File: config.mk
export PLATFORM = sky130hd
export DESIGN_NAME = ili9341_spi_tx
export DESIGN_NICKNAME = d
export VERILOG_FILES = /design/src/rtl/ili9341_spi_tx.sv
export SDC_FILE = /design/constraint.sdc
export NUM_CORES = 1
export LEC_CHECK = 0
export BUFFER_PORTS_ARGS = -buffer_cell sky130_fd_sc_hd__buf_4
export CORE_MARGIN = 8
export CORE_UTILIZATION = 55
export CTS_CLUSTER_SIZE = 16
export DETAILED_ROUTE_END_ITERATION = 10
export PLACE_DENSITY_LB_ADDON = 0.15
export SYNTH_ARGS = -nofsm -noshare
export SYNTH_HDL_FRONTEND = slang
export SYNTH_SLANG_ARGS = --single-unit
File: constraint.sdc
create_clock -name clk -period 3.4 [get_ports clk]
set_input_delay 0.68 -clock clk [delete_from_list [all_inputs] [get_ports clk]]
set_output_delay 0.68 -clock clk [all_outputs]
set_load 0.01 [all_outputs]
File: src/rtl/ili9341_spi_tx.sv
// ili9341_spi_tx: FIFO-buffered SPI mode-0 byte transmitter (MSB first) driving ILI9341 CS/DC/SCK/MOSI.
// Define ILI9341_SPI_BYTECNT_EN to add the byte_count output (bytes fully shifted, wraps at 16 bits).
//
// state      | meaning
// IDLE       | CS high, waiting for a FIFO entry
// LOAD       | pop FIFO, load shifter, drive DC/CS/first MOSI bit
// SETUP      | SCK low, MOSI setup before first rising edge
// SHIFT_HI   | SCK high, panel samples MOSI
// SHIFT_LO   | SCK low, MOSI advances to next bit
// GAP        | CS high for the inter-burst idle time
module ili9341_spi_tx #(
    parameter int CLK_DIV        = 4,
    parameter int FIFO_DEPTH     = 4,
    parameter int CS_IDLE_CYCLES = 2
) (
    input  logic        clk,
    input  logic        rst,
    input  logic        in_valid,
    output logic        in_ready,
    input  logic [7:0]  in_data,
    input  logic        in_dc,
    output logic        busy,
    output logic        spi_sck,
    output logic        spi_mosi,
    output logic        spi_dc,
    output logic        spi_cs
`ifdef ILI9341_SPI_BYTECNT_EN
    ,
    output logic [15:0] byte_count
`endif
);
    localparam int AW = $clog2(FIFO_DEPTH);

    typedef enum logic [2:0] {
        S_IDLE, S_LOAD, S_SETUP, S_SHIFT_HI, S_SHIFT_LO, S_GAP
    } state_t;

    state_t      r_state, w_next;
    logic [8:0]  r_mem [FIFO_DEPTH];
    logic [AW:0] r_wr_ptr, r_rd_ptr;
    logic        w_full, w_empty, w_push, w_pop;
    logic [8:0]  w_head;
    logic [15:0] r_tmr, w_tmr_init;
    logic        w_tmr_done;
    logic [2:0]  r_bit;
    logic [7:0]  r_shift;
    logic        r_sck, r_mosi, r_dc, r_cs;
    logic        w_hi_to_lo, w_enter_gap, w_byte_done, w_sck_next;

    assign w_empty    = (r_wr_ptr == r_rd_ptr);
    assign w_full     = (r_wr_ptr[AW-1:0] == r_rd_ptr[AW-1:0]) && (r_wr_ptr[AW] != r_rd_ptr[AW]);
    assign w_push     = in_valid && !w_full;
    assign w_head     = r_mem[r_rd_ptr[AW-1:0]];
    assign w_tmr_done = (r_tmr == '0);

    assign in_ready = !w_full;
    assign busy     = (r_state != S_IDLE) || !w_empty;
    assign spi_sck  = r_sck;
    assign spi_mosi = r_mosi;
    assign spi_dc   = r_dc;
    assign spi_cs   = r_cs;

    always_ff @(posedge clk or negedge rst) begin
        if (!rst) begin
            r_wr_ptr <= '0;
            r_rd_ptr <= '0;
            for (int i = 0; i < FIFO_DEPTH; i++) r_mem[i] <= '0;
        end else begin
            if (w_push) begin
                r_mem[r_wr_ptr[AW-1:0]] <= {in_dc, in_data};
                r_wr_ptr <= r_wr_ptr + (AW+1)'(1);
            end
            if (w_pop) r_rd_ptr <= r_rd_ptr + (AW+1)'(1);
        end
    end

    always_ff @(posedge clk or negedge rst) begin
        if (!rst) r_state <= S_IDLE;
        else      r_state <= w_next;
    end

    always_comb begin
        w_next = r_state;
        case (r_state)
            S_IDLE:     if (!w_empty) w_next = S_LOAD;
            S_LOAD:     w_next = S_SETUP;
            S_SETUP:    if (w_tmr_done) w_next = S_SHIFT_HI;
            S_SHIFT_HI: if (w_tmr_done) w_next = S_SHIFT_LO;
            S_SHIFT_LO: begin
                if (w_tmr_done) begin
                    if (r_bit != 3'd0)  w_next = S_SHIFT_HI;
                    else if (!w_empty)  w_next = S_LOAD;
                    else                w_next = S_GAP;
                end
            end
            S_GAP:      if (w_tmr_done) w_next = S_IDLE;
            default:    w_next = S_IDLE;
        endcase
    end

    always_comb begin
        w_pop       = (r_state == S_LOAD);
        w_hi_to_lo  = (r_state == S_SHIFT_HI) && (w_next == S_SHIFT_LO);
        w_enter_gap = (r_state != S_GAP) && (w_next == S_GAP);
        w_byte_done = (r_state == S_SHIFT_LO) && w_tmr_done && (r_bit == 3'd0);
        w_sck_next  = (w_next == S_SHIFT_HI);
        w_tmr_init  = '0;
        case (w_next)
            S_SETUP, S_SHIFT_HI, S_SHIFT_LO: w_tmr_init = 16'(CLK_DIV - 1);
            S_GAP:                           w_tmr_init = 16'(CS_IDLE_CYCLES - 1);
            default:                         w_tmr_init = '0;
        endcase
    end

    // Phase timer reloads on every state change and counts down to the terminal count.
    always_ff @(posedge clk or negedge rst) begin
        if (!rst) begin
            r_tmr <= '0;
        end else if (r_state != w_next) begin
            r_tmr <= w_tmr_init;
        end else if (!w_tmr_done) begin
            r_tmr <= r_tmr - 16'd1;
        end
    end

    always_ff @(posedge clk or negedge rst) begin
        if (!rst) begin
            r_bit   <= '0;
            r_shift <= '0;
            r_sck   <= 1'b0;
            r_mosi  <= 1'b0;
            r_dc    <= 1'b0;
            r_cs    <= 1'b1;
        end else begin
            r_sck <= w_sck_next;
            if (w_pop) begin
                r_shift <= w_head[7:0];
                r_dc    <= w_head[8];
                r_cs    <= 1'b0;
                r_mosi  <= w_head[7];
                r_bit   <= 3'd7;
            end else if (w_hi_to_lo) begin
                r_shift <= r_shift << 1;
                r_mosi  <= r_shift[6];
            end else if (w_enter_gap) begin
                r_cs    <= 1'b1;
                r_mosi  <= 1'b0;
            end
            if ((r_state == S_SHIFT_LO) && w_tmr_done && (r_bit != 3'd0)) r_bit <= r_bit - 3'd1;
        end
    end

`ifdef ILI9341_SPI_BYTECNT_EN
    logic [15:0] r_byte_count;
    assign byte_count = r_byte_count;

    always_ff @(posedge clk or negedge rst) begin
        if (!rst)             r_byte_count <= '0;
        else if (w_byte_done) r_byte_count <= r_byte_count + 16'd1;
    end
`else
    logic w_unused;
    assign w_unused = w_byte_done;
`endif

endmodule

; ---- Word-level counts from Yosys, hierarchy flattened
; Index checks and enable logic that the tools add are counted.
[word_totals]
reg_bits = 75
latch_bits = 0
ram_bits = 0
rom_bits = 0
in_bits = 12
out_inout_bits = 6
word_cells = 86
n_memories = 0
[classes]
n_addsub = 4
multipliers = 0
div_mod_pow = 0
n_lt_le_gt_ge = 3
eq_ne = 16
n_shift = 0
mux = 27
bitwise = 2
n_reduce_logical = 20
[ops]
columns = op, n
row1 = bitwise mux 36 bit, 1
row2 = 2-to-1 mux 16 bit, 2
row3 = 2-to-1 mux 3 bit, 9
row4 = 2-to-1 mux 9 bit, 3
row5 = binary-select mux 9 bit (select 2 bit), 1
row6 = demux 9 bit (select 2 bit), 1
row7 = one-hot mux 3 bit (6 select lines), 1
row8 = logical NOT 16 bit, 1
row9 = subtractor 16 x 1 -> 16 bit (second input constant), 1
row10 = 2-to-1 mux 7 bit, 2
row11 = == test 3 x 2 -> 1 bit (second input constant), 4
row12 = == test 3 bit (second input constant), 4
row13 = nonzero test 3 bit, 3
row14 = logical AND 1 bit, 7
row15 = adder 3 x 1 -> 3 bit (second input constant), 2
row16 = greater-or-equal comparator 3 bit (second input constant), 2
row17 = 2-to-1 mux 1 bit, 6
row18 = inverter 2 -> 3 bit, 2
row19 = nonzero test 2 bit, 3
row20 = one-hot mux 2 bit (2 select lines), 1
row21 = == test 3 x 1 -> 1 bit (second input constant), 1
row22 = == test 3 bit, 1
row23 = logical NOT 3 bit, 1
row24 = < comparator 3 x 1 -> 1 bit (second input constant), 1
row25 = 11 further kinds, 12

; ---- Logic depth before layout (Yosys ltp)
; Gate-level depths: netlist of the first run.
[logic_depth]
ltp_word = 10
ltp_mapped = 9
ltp_nobuf = 7

; ---- Worst setup path before layout of the first run
; OpenSTA, ideal clock, no wires.
[synth_path]
kind = flip-flop to flip-flop
start = register r_tmr[0]
end = register r_mosi, in the netlist spi_mosi
setup_ns = 0.120
arrival_ns = 2.374
t_required_ns = 3.280
setup_slack_ns = 0.907
stages_incl_launch_ff = 7
path_buffers = 0
period_less_slack_ns = 2.493
cell_sequence = dfrtp_1 > inv_1 > ha_1 > nor3b_1 > or4b_4 > or4_4 > a31o_1
[synth_between]
elab_chain_len = 7
elab_cells_between_ends = 13
classes_between = eq/ne: 2 / mux: 7 / reduce/logical: 4
[synth_rtl]
columns = item, line_no
row1 = from (decl), 43  ; logic [15:0] r_tmr, w_tmr_init;
row2 = from (signal assigned), 120  ; r_tmr <= w_tmr_init;
row3 = from (signal assigned), 122  ; r_tmr <= r_tmr - 16'd1;
row4 = logical NOT 16 bit *, 54  ; assign w_tmr_done = (r_tmr == '0);
row5 = "2-to-1 mux 3 bit, on equally long branches", n/a
row6 = one-hot mux 3 bit (6 select lines) *, 84  ; case (r_state)
row7 = == test 3 bit, 103  ; w_hi_to_lo = (r_state == S_SHIFT_HI) && (w_next == S_SHIFT_LO);
row8 = logical AND 1 bit, 103
row9 = 2-to-1 mux 1 bit, 142  ; end else if (w_hi_to_lo) begin
row10 = 2-to-1 mux 1 bit, 136  ; if (w_pop) begin
row11 = to (signal assigned), 140  ; r_mosi <= w_head[7];
row12 = to (signal assigned), 144  ; r_mosi <= r_shift[6];
row13 = to (decl), 47  ; logic r_sck, r_mosi, r_dc, r_cs;
; Mark *: on every way between the ends. The rest lies on a longest branch, timed or not.
; A chain may end at the register's enable or synchronous reset.

; ---- Worst setup path in the final report of the first run
[layout_path]
start = register r_tmr[4]
end = register r_tmr[1]
[layout_between]
elab_chain_len = 7
elab_cells_between_ends = 15
classes_between = eq/ne: 6 / mux: 7 / reduce/logical: 2
[layout_rtl]
columns = item, line_no
row1 = logical NOT 16 bit *, 54
row2 = "2-to-1 mux 3 bit, on equally long branches", n/a
row3 = one-hot mux 3 bit (6 select lines), 84
row4 = == test 3 x 2 -> 1 bit or == test 3 bit (tied branches), 108  ; case (w_next)
row5 = OR reduction 3 bit, 108
row6 = one-hot mux 2 bit (2 select lines), 108
row7 = 2-to-1 mux 16 bit, 119  ; end else if (r_state != w_next) begin
; Marked as above.

==> flow_metrics.tcl, run 1 <==
set metrics [dict create \
    synth_edf_count 0 \
    grt_usage 0.1515 \
    cp-end-kind "register" \
    final-setup-viol-count 0 \
    syn_to_final_growth_pct 11.73 \
    die_h_um 96.35 \
    fmax_mhz 367.2 \
    fin_tns_setup_ns 0 \
    critPathBufInv 0 \
    cp_data_required_time_ns 3.68 \
    power_density_nw_per_um2 641.6 \
    final_core_util 0.6284 \
    ioPinCount 18 \
    cts_buffer_depth 2 \
    drv_slew 0 \
    mostFrequentLayoutCells "dfrtp_1, mux2_2, nand2_1, nor2_1, buf_4" \
    post-route-min-period_ns 2.723 \
    place_hpwl_um 3981 \
    hp-class "in -> async" \
    fin_crit_sh 0.8010 \
    htreeDepth 3 \
    syn_avg_cell_area_um2 12.42 \
    grt_pass1_vias 2263 \
    netlist_instances 286 \
    ys_types 44 \
    wl_per_cell_um 15.77 \
    ff2ff_setup_slack_ns 0.68 \
    synthFlopType "dfrtp_1" \
    cts_hold_buf 0 \
    post_cts_buffers 0 \
    ys_seq_area_frac 0.5289 \
    grt-ovfl-total 0 \
    root_buffer "clkbuf_8" \
    drive_gt1_frac 0.2958 \
    worst-path-max-fanout 22 \
    fillers 519 \
    crit_slowest_cell "or4b_4" \
    hold_viol_final 0 \
    rows 29 \
    worstPathCellList "or4_1 > or4b_4 > a22oi_2 > o21ba_2" \
    critical-path-top-delay-family "simple AND/OR/NAND/NOR gates" \
    drt_first_iter_violations 98 \
    drc 0 \
    clock_latency_ns 0.34 \
    viasPerCell 5.698 \
    finalClockSkew_ns 0.01009 \
    ant_nets 0 \
    status "complete, no violations" \
    grt_max_degree 76 \
    max-cap-violations 0 \
    fp.coreArea_um2 6314 \
    slew_headroom 0.2871 \
    synth_nets 306 \
    ys.warnings.count 0 \
    syn_area_um2 3551 \
    clk_pin_slew_worst_paths_ns 0.07 \
    die_w_um 96.35 \
    wl_um 6117 \
    cts_resized 0 \
    nets 326 \
    grt_pass1_wl_um 10700 \
    cts_buffers 9 \
    tightestPinTransition_ns 1.060 \
    cellLeakagePower_nw 1.765 \
    dieArea_um2 9283 \
    place.gp.congestion 0.7802 \
    firstDrtPassIters 4 \
    initial_core_util 0.5624 \
    routed-via-count 2211 \
    ys_ff_latch 75 \
    async_flop_share 1.000 \
    diodes 0 \
    crit_arrival_ns 3.00 \
    io_buffers 17 \
    ir_worst_vdd_mv 0.3785 \
    path_class "reg -> reg" \
    cts_tree "yes" \
    crit_path_start_kind "register" \
    grt_setup_unrepaired "false" \
    mostFrequentLayoutCell "dfrtp_1" \
    antenna_found_initial 0 \
    critical-path-max-stage-delay_ns 0.74 \
    clock_sinks 75 \
]
cells in the mapped netlist, types with 2 or more instances:
library cell / count / area share
a21oi_1: 5 / 0.0070
a22o_1: 2 / 0.0049
buf_2: 4 / 0.0056
clkbuf_1: 5 / 0.0053
dfrtp_1: 74 / 0.52
ha_1: 8 / 0.028
inv_1: 9 / 0.0095
mux2_2: 38 / 0.12
mux2i_1: 5 / 0.014
mux4_2: 9 / 0.057
nand2_1: 22 / 0.023
nand2b_1: 2 / 0.0035
nand3_1: 6 / 0.0085
nand3b_1: 4 / 0.0085
nand4b_1: 4 / 0.0099
nor2_1: 22 / 0.023
nor3_1: 5 / 0.0070
nor3b_1: 2 / 0.0042
nor4_1: 3 / 0.0053
o21ai_0: 4 / 0.0056
o21ai_1: 5 / 0.0070
o31ai_1: 4 / 0.0085
or4_1: 3 / 0.0063
xnor2_1: 7 / 0.017
xor2_1: 15 / 0.037
cell type report:
| class | instances | area, µm² | share of cell area |
|---|---|---|---|
| inverters | 9 | 33.78 | 0.008515 |
| clock inverters | 4 | 47.55 | 0.01198 |
| multi-input cells | 190 | 1589 | 0.4005 |
| repair buffers | 21 | 157.7 | 0.03974 |
| flip-flops and latches | 75 | 1878 | 0.4734 |
| well taps | 77 | 96.34 | 0.02428 |
| clock buffers | 12 | 165.2 | 0.04163 |
through the flow:
| step | instances | total power [mW] | hold WS (ns) | instance area (µm²) | setup WS [ns] |
|---|---|---|---|---|---|
| floorplan | 286 | 1.698 | 0.3844 | 3551 | 0.9066 |
| global placement | 372 | 1.816 | 0.4595 | 3755 | 0.7049 |
| detailed placement | 372 | 1.853 | 0.4694 | 3755 | 0.6655 |
| CTS | 388 | 2.573 | 0.4871 | 3968 | 0.6455 |
| global route | 388 | 2.690 | 0.5119 | 3968 | 0.5071 |
| finish | 388 | 2.546 | 0.4668 | 3968 | 0.6766 |
worst register-to-register path, delay by kind of cell, from the launching register on:
family / cells / cell delay, ns
and+or+nand+nor: 2 / 1.39
AOI/OAI and AO/OA: 2 / 0.87
DFF: 1 / 0.41
path summary, 6_finish.rpt:
kind / startpoint / endpoint / depth (start not counted)
max: r_tmr[4]$_DFFE_PN0P_ / r_tmr[1]$_DFFE_PN0P_ / 4
min: rst / r_bit[0]$_DFFE_PN0P_ / 1
max reg2reg: r_tmr[4]$_DFFE_PN0P_ / r_tmr[1]$_DFFE_PN0P_ / 4
min reg2reg: r_shift[6]$_DFFE_PN0P_ / r_shift[6]$_DFFE_PN0P_ / 1
max in group asynchronous: rst / r_tmr[10]$_DFFE_PN0P_ / 1
min in group clk: r_shift[6]$_DFFE_PN0P_ / r_shift[6]$_DFFE_PN0P_ / 1
logic make-up (layout without fill, tap and decap cells):
logic type / count (synthesis) / count (layout) / synth area share
AND/OR/NAND/NOR: 80 / 80 / 0.1187
flip-flops: 75 / 75 / 0.5289
multiplexers: 52 / 52 / 0.1917
AO/OA/AOI/OAI: 28 / 28 / 0.05321
XOR/XNOR: 22 / 22 / 0.05427
buffers and inverters: 21 / 46 / 0.02502
adder cells (fa/ha/maj): 8 / 8 / 0.02819
layer usage:
layer	up-vias	routed length, µm	GRT usage	share of wire
li1	1052	-	-	-
met1	1121	2961	0.1915	0.48
met2	27	2861	0.2378	0.47
met3	11	182	0.04134	0.030
met4	0	111	0.06936	0.018
met5	-	0	0	0
power breakdown:
| group | internal, mW | switching [mW] | total (mW) | leakage [nW] |
|---|---|---|---|---|
| sequential | 1.13 | 0.121 | 1.25 | 0.940 |
| clock | 0.397 | 0.320 | 0.717 | 0.108 |
| combinational | 0.358 | 0.218 | 0.576 | 0.717 |
| total | 1.89 | 0.659 | 2.55 | 1.77 |
sequential cells by signal (all words and copies together), names as in the netlist:
name and count:
r_mem 36, r_tmr 16, r_shift 7, r_bit 3
r_rd_ptr 3, r_state 3, r_wr_ptr 3, spi_cs 1
spi_dc 1, spi_mosi 1, spi_sck 1
Power figures use the tool's default switching activity.
==> run 2, diff against run 1 <==
==> constraint.sdc (replaced) <==
create_clock -name clk -period 2.4 [get_ports clk]
set_input_delay 0.48 -clock clk [delete_from_list [all_inputs] [get_ports clk]]
set_output_delay 0.48 -clock clk [all_outputs]
set_load 0.01 [all_outputs]
==> flow_metrics.tcl, run 2 (synthesized netlist as in run 1, its figures left out) <==
set metrics [dict create \
    place.gp.congestion 0.8170 \
    ir_worst_vdd_mv 0.5938 \
    antenna_found_initial 0 \
    max-cap-violations 0 \
    cts_buffer_depth 2 \
    grt_pass1_wl_um 11100 \
    cts_buffers 9 \
    clock_latency_ns 0.34 \
    largest_reg_flops 36 \
    stdcell_count 406 \
    mostFrequentLayoutCell "dfrtp_1" \
    grt_max_degree 41 \
    cp-end-kind "register" \
    setup_ws_ns 0.01113 \
    slew_headroom 0.5327 \
    tightestPinTransition_ns 0.6979 \
    stdcell_area_um2 4159 \
    p_total_mw 3.611 \
    mostFrequentLayoutCells "dfrtp_1, mux2_2, buf_4" \
    reg_top3 "r_mem x36, r_tmr x16, r_shift x7" \
    cellLeakagePower_nw 1.880 \
    clk_pin_slew_worst_paths_ns 0.07 \
    dp.cells 388 \
    cp_data_required_time_ns 2.63 \
    status "complete, no violations" \
    die_w_um 96.35 \
    nets 344 \
    crit_path_start_kind "register" \
    root_buffer "clkbuf_8" \
    wl_per_cell_um 16.18 \
    clock_sinks 75 \
    viasPerCell 5.687 \
    fmax_mhz 418.6 \
    initial_core_util 0.5624 \
    ant_nets 0 \
    hp-class "in -> async" \
    crit_arrival_ns 2.62 \
    routed-via-count 2309 \
    final-setup-viol-count 0 \
    die_h_um 96.35 \
    hold_viol_final 0 \
    drv_slew 0 \
    diodes 0 \
    wl_um 6570 \
    ioPinCount 18 \
    finalClockSkew_ns 0.003844 \
    grt_pass1_vias 2387 \
    fp.coreArea_um2 6314 \
    place_area_um2 3905 \
    grt_usage 0.1575 \
    top_register "r_mem" \
    firstDrtPassIters 4 \
    fin_crit_sh 0.9954 \
    grt-ovfl-total 0 \
    power_density_nw_per_um2 868.3 \
    cts_tree "yes" \
    htreeDepth 3 \
    place_hpwl_um 4442 \
    drc 0 \
    fillers 511 \
    grt_setup_unrepaired "true" \
    fin_tns_setup_ns 0 \
    ff2ff_setup_slack_ns 0.01 \
    cts_hold_buf 0 \
    worst-path-max-fanout 5 \
    dp_slack_ns 0.01165 \
    drive_gt1_frac 0.3495 \
    post-route-min-period_ns 2.389 \
    dieArea_um2 9283 \
    rows 29 \
    io_buffers 17 \
    path_class "reg -> reg" \
    syn_to_final_growth_pct 17.12 \
    drt_first_iter_violations 71 \
]
[run 2: timing repair]
action,4_1_cts,5_1_grt
resized for setup,2,5
pin swaps,0,3
gates cloned,1,0
buffers inserted,1,0
hold endpoints to repair,0,0
endpoints found under the setup margin,1,9
[run 2: per-layer routing]
metal | vias to the layer above | track usage | wire, µm
li1 | 1092 | - | -
met4 | 0 | 0.07314 | 131
met2 | 46 | 0.2514 | 3157
met5 | - | 0 | 0
met1 | 1157 | 0.1987 | 3062
met3 | 14 | 0.03744 | 219
[run 2: cell type report]
cell class | count | area (µm²) | area share
timing repair buffer | 39 | 317.8 | 0.07641
clock inverter | 4 | 47.55 | 0.01143
multi-input combinational | 190 | 1620 | 0.3896
clock buffer | 12 | 165.2 | 0.03971
inverter | 9 | 33.78 | 0.008123
sequential | 75 | 1878 | 0.4516
tap | 77 | 96.34 | 0.02316
[run 2: per-stage QoR]
stage / hold slack [ns] / util
final: 0.1068 / 0.6587
after global routing: 0.1436 / 0.6587
after CTS: 0.1138 / 0.6556
after detailed placement: 0.4697 / 0.6185
after global placement: 0.4662 / 0.6185
after floorplan: 0.1844 / -
[run 2: worst paths after layout]
check,from,depth (start not counted),end
setup / recovery,r_tmr[13]$_DFFE_PN0P_,6,spi_mosi$_DFFE_PN0P_
hold / removal,rst,1,r_bit[0]$_DFFE_PN0P_
setup reg to reg,r_tmr[13]$_DFFE_PN0P_,6,spi_mosi$_DFFE_PN0P_
hold reg to reg,r_shift[6]$_DFFE_PN0P_,1,r_shift[6]$_DFFE_PN0P_
max in group asynchronous,rst,2,r_mem[7]$_DFFE_PN0P_
min in group clk,in_data[0],2,r_mem[9]$_DFFE_PN0P_
[run 2: power breakdown]
group / total [mW] / switching (mW) / leakage, nW / internal (mW)
Clock: 1.01 / 0.453 / 0.108 / 0.562
Sequential: 1.77 / 0.171 / 0.940 / 1.60
Combinational: 0.823 / 0.307 / 0.832 / 0.516
[run 2: worst max-delay path, cell delays in order, from the launching register on]
cell and delay (ns):
dfrtp_1 0.38, or4_4 0.54, or4b_4 0.59, nor4b_4 0.26, buf_4 0.20, nor2_1 0.07, a31o_1 0.24
